$ cat src/rtl/flag_gen_serial_pkg.sv
// Shared encodings for the serial compare engine and the branch decoder.
// Flag index constants select bits of the packed Z/V/N/C flag vector.
package flag_gen_serial_pkg;

  typedef enum logic [1:0] {
    FG_IDLE = 2'd0,
    FG_RUN  = 2'd1,
    FG_DONE = 2'd2
  } fg_state_e;

  localparam int FLAG_Z = 0;
  localparam int FLAG_V = 1;
  localparam int FLAG_N = 2;
  localparam int FLAG_C = 3;

endpackage

$ cat src/rtl/flag_gen_serial_chunk_adder.sv
// Combinational W-bit adder slice with carry in/out.
// One slice is reused every RUN cycle by the serial compare engine.
module chunk_adder #(
  parameter int W = 8
) (
  input  logic [W-1:0] a,
  input  logic [W-1:0] b,
  input  logic         cin,
  output logic [W-1:0] sum,
  output logic         cout
);

  logic [W:0] full;

  assign full = {1'b0, a} + {1'b0, b} + {{W{1'b0}}, cin};
  assign sum  = full[W-1:0];
  assign cout = full[W];

endmodule

$ cat src/rtl/flag_gen_serial.sv
// Multicycle a - b compare engine producing Z/V/N/C branch flags.
// Processes CHUNK bits per RUN cycle through one shared adder slice.
module flag_gen_serial
  import flag_gen_serial_pkg::*;
#(
  parameter int XLEN  = 32,
  parameter int CHUNK = 8
) (
  input  logic            clk,
  input  logic            reset,
  input  logic            start,
  input  logic [XLEN-1:0] src_a,
  input  logic [XLEN-1:0] src_b,
  output logic            busy,
  output logic            done,
  output logic [XLEN-1:0] result,
  output logic            Zero,
  output logic            Overflow,
  output logic            Negative,
  output logic            CarryOut
);

  localparam int N  = XLEN / CHUNK;
  localparam int CW = (N > 1) ? $clog2(N) : 1;

  if (XLEN % CHUNK != 0) begin : g_chunk_chk
    $error("XLEN must be a multiple of CHUNK");
  end

  fg_state_e       state_q, state_d;
  logic [CW-1:0]   cnt_q, cnt_d;
  logic            carry_q, carry_d;
  logic            zacc_q, zacc_d;
  logic [XLEN-1:0] a_q, a_d;
  logic [XLEN-1:0] b_q, b_d;
  logic [XLEN-1:0] result_q, result_d;
  logic [3:0]      flags_q, flags_d;
  logic            busy_q, busy_d;
  logic            done_q, done_d;

  int              base;
  logic [CHUNK-1:0] ch_a, ch_b, ch_sum;
  logic            ch_cout;
  logic            last;

  assign base = int'(cnt_q) * CHUNK;
  assign ch_a = a_q[base +: CHUNK];
  assign ch_b = ~b_q[base +: CHUNK];
  assign last = (cnt_q == CW'(N - 1));

  chunk_adder #(.W(CHUNK)) u_add (
    .a    (ch_a),
    .b    (ch_b),
    .cin  (carry_q),
    .sum  (ch_sum),
    .cout (ch_cout)
  );

  always_comb begin
    state_d  = state_q;
    cnt_d    = cnt_q;
    carry_d  = carry_q;
    zacc_d   = zacc_q;
    a_d      = a_q;
    b_d      = b_q;
    result_d = result_q;
    flags_d  = flags_q;
    busy_d   = 1'b0;
    done_d   = 1'b0;
    unique case (state_q)
      FG_IDLE, FG_DONE: begin
        if (start) begin
          a_d     = src_a;
          b_d     = src_b;
          cnt_d   = '0;
          carry_d = 1'b1;
          zacc_d  = 1'b1;
          state_d = FG_RUN;
          busy_d  = 1'b1;
        end else begin
          state_d = FG_IDLE;
        end
      end
      FG_RUN: begin
        result_d[base +: CHUNK] = ch_sum;
        carry_d = ch_cout;
        zacc_d  = zacc_q & ~(|ch_sum);
        if (last) begin
          state_d         = FG_DONE;
          done_d          = 1'b1;
          flags_d[FLAG_Z] = zacc_d;
          flags_d[FLAG_N] = result_d[XLEN-1];
          flags_d[FLAG_C] = ch_cout;
          flags_d[FLAG_V] = (a_q[XLEN-1] ^ b_q[XLEN-1])
                          & (result_d[XLEN-1] ^ a_q[XLEN-1]);
        end else begin
          cnt_d  = cnt_q + 1'b1;
          busy_d = 1'b1;
        end
      end
      default: state_d = FG_IDLE;
    endcase
  end

  always_ff @(posedge clk) begin
    if (reset) begin
      state_q  <= FG_IDLE;
      cnt_q    <= '0;
      carry_q  <= 1'b1;
      zacc_q   <= 1'b1;
      a_q      <= '0;
      b_q      <= '0;
      result_q <= '0;
      flags_q  <= '0;
      busy_q   <= 1'b0;
      done_q   <= 1'b0;
    end else begin
      state_q  <= state_d;
      cnt_q    <= cnt_d;
      carry_q  <= carry_d;
      zacc_q   <= zacc_d;
      a_q      <= a_d;
      b_q      <= b_d;
      result_q <= result_d;
      flags_q  <= flags_d;
      busy_q   <= busy_d;
      done_q   <= done_d;
    end
  end

  assign busy     = busy_q;
  assign done     = done_q;
  assign result   = result_q;
  assign Zero     = flags_q[FLAG_Z];
  assign Overflow = flags_q[FLAG_V];
  assign Negative = flags_q[FLAG_N];
  assign CarryOut = flags_q[FLAG_C];

endmodule
$ cat config.mk
export PLATFORM = sky130hd
export DESIGN_NAME = flag_gen_serial
export DESIGN_NICKNAME = d
export VERILOG_FILES = /design/src/rtl/flag_gen_serial_pkg.sv /design/src/rtl/flag_gen_serial_chunk_adder.sv /design/src/rtl/flag_gen_serial.sv
export SDC_FILE = /design/constraint.sdc
export NUM_CORES = 1
export LEC_CHECK = 0
export CAP_MARGIN = 25
export CORE_ASPECT_RATIO = 1.5
export CORE_UTILIZATION = 45
export DETAILED_ROUTE_END_ITERATION = 10
export PLACE_DENSITY = 0.76
export SLEW_MARGIN = 20
export SYNTH_ARGS = -nofsm -noshare
export SYNTH_HDL_FRONTEND = slang
export SYNTH_SLANG_ARGS = --single-unit
$ cat constraint.sdc
create_clock -name clk -period 4.2 [get_ports clk]
set_clock_uncertainty 0.15 [all_clocks]
set_input_delay 0.42 -clock clk [delete_from_list [all_inputs] [get_ports clk]]
set_output_delay 0.42 -clock clk [all_outputs]
set_load 0.03 [all_outputs]
==> results.cfg <==
[final_layout]
syn2layout_area_growth_pct = 31.4
mostFrequentLayoutCell = nand2_1
final_area_mm2 = 0.00604
diodes = 0
fin_nets = 696
drive_gt1_frac = 0.0808
most-common-layout-cells = nand2_1, dfxtp_1, clkdlybuf4s50_1

[timing]
slew_headroom = 0.445
worst_pin_slew_ns = 0.830
timing.hold.ws_ns = 0.294
rsz0062_at_grt = false
fmax_mhz = 262
layout_min_cycle_time_ns = 3.81
hold_violations = 0
worst_slack_ns = 0.388
setup_violations = 0
finalCritPeriodShare = 0.908
tns_ns = 0
drv_slew = 0

[clock_network]
post_cts_buffers = 0
cts_hold_buf = 0
clkLatencyLatePin_ns = 0.34
clock_sinks = 108
cts.repair.resized = 0
root_buffer = clkbuf_16
cts_tree = done
numCtsBuffers = 9
ctsLongestPathBuffers = 2
cts.clk_slew.worst_paths_ns = 0.07
htreeDepth = 3

[yosys]
syn_inst = 524
synth_top_cell_by_area = dfxtp_1
synth_edf_count = 0
synth.avg_cell_area_um2 = 8.78
synth_seq_area_share = 0.470
synth-seq-cells = 108
syn_area_mm2 = 0.00460
synth_top_area_share = 0.470
yosys_warnings = 0
yosys.cell_types.count = 41
synth_nets = 606
synthArstFlopShare = 0
yosys_most_used_dff = dfxtp_1
synth_area_leaders = dfxtp_1, nand2_1, mux4_2

[setup_path]
cp_cell_sequence = buf_4 -> mux4_2 -> fa_1 -> inv_1 -> fa_1 -> a211oi_1 -> nor2_1 -> nor2_1 -> or4_1 -> or4_4 -> o31ai_4
crit_slowest_cell = mux4_2
max_stage_delay_ns = 0.57
crit_path_end_kind = register
crit_arrival_ns = 3.93
cp_max_fo = 23
cp-start-kind = register
cp.required_ns = 4.31
critical_path_class = reg -> reg

[floorplanning]
die_h_um = 126
start_util = 0.469
die_area_mm2 = 0.0106
ios = 105
rows = 44
die_w_um = 84.6
core_area_mm2 = 0.00980

[place]
place_ws_ns = 0.415
io_buffers = 104
placed_cell_area_mm2 = 0.00572
place_congestion = 0.850
dp_hpwl_um = 8470

[run_status]
status = finished, violations left
violations = design-rule violations

[global_route]
antenna_found_initial = 0
grt_pass1_vias = 3944
grt_max_degree = 109
grt_use_total = 0.224
grt_pass1_wl_um = 18600
grt-ovfl-total = 0

[run]
cap_violations = 0

[route]
dr.pass1.iters = 8
vias = 4063
via_per_inst = 5.54
wl_um = 11400
drtAntennaViolNets = 0
route.detailed.drc = 7
drt_iter0_drc = 264
wire_per_inst_um = 15.5

[pwr]
finalPower_uw = 2390
leakage_uw = 0.00223
ir_drop_v = 0.000206
cellPowerDensity_mw_per_mm2 = 395

[worst_hold_path]
hold_class = in -> reg
-- final timing paths --
path | end | from | slack, ns | depth (start not counted)
max reg2reg | flags_q[0] | cnt_q[0] | 0.39 | 11
min | result[22] | reset | 0.29 | 2
max | flags_q[0] | cnt_q[0] | 0.39 | 11
min reg2reg | a_q[14] | a_q[14] | 0.30 | 2
-- sequential cells by signal, summed over array words and instances, names as in the netlist --
signal	count
a_q	32
b_q	32
result	32
flags_q	4
cnt_q	2
state_q	2
busy	1
carry_q	1
done	1
zacc_q	1
-- layout make-up --
cell class / instances / area [µm²]
fill: 846 / 3750
multi-input combinational: 370 / 2270
sequential: 108 / 2160
timing repair buffer: 111 / 1120
clock buffer: 12 / 246
tap: 115 / 144
inverter: 14 / 52.6
clock inverter: 4 / 48.8
-- worst max-delay path: cells and delay by family (launching register included) --
kind,cells,cell delay (ns)
DFF,1,0.35
adders and majority gates,2,0.65
and+or+nand+nor,4,1.27
buffers and inverters,2,0.45
AOI/OAI and AO/OA,2,0.28
muxes,1,0.57
-- per-layer routing --
layer	share of wire	global-route usage
met1	0.39	0.250
met2	0.52	0.398
met3	0.046	0.0315
met4	0.040	0.143
met5	0	0
-- power by group --
part | switching, µW | total, µW | internal (µW)
clock network | 352 | 830 | 478
logic | 259 | 458 | 199
registers | 28.1 | 1100 | 1070
total | 639 | 2390 | 1750
-- cells by family after synthesis --
logic type                 share of synthesized area
AOI/OAI and AO/OA                              0.165
xor gates and xnor gates                     0.00544
adders and majority gates                     0.0441
buffers and inverters                         0.0394
DFF                                            0.470
muxes                                         0.0805
and+or+nand+nor                                0.196
-- through the flow --
step | instances | utilization
floorplan | 524 | -
global placement | 716 | 0.582
detailed placement | 717 | 0.584
CTS | 733 | 0.614
global route | 734 | 0.617
finish | 734 | 0.617
-- Yosys cell counts (all sizes together) (2+ instances only) --
master	number
a22oi	32
nand3	3
nand2b	2
nand2	138
a211oi	3
a21oi	70
nor2b	6
o211ai	2
o21a	4
ha	13
clkbuf	23
mux4	16
fa	2
buf	9
dfxtp	108
nand3b	3
nor2	49
nor3	3
nor4b	3
inv	14
o21ai	6
xor2	2
or4	3
(Power assumes the default switching activity.)
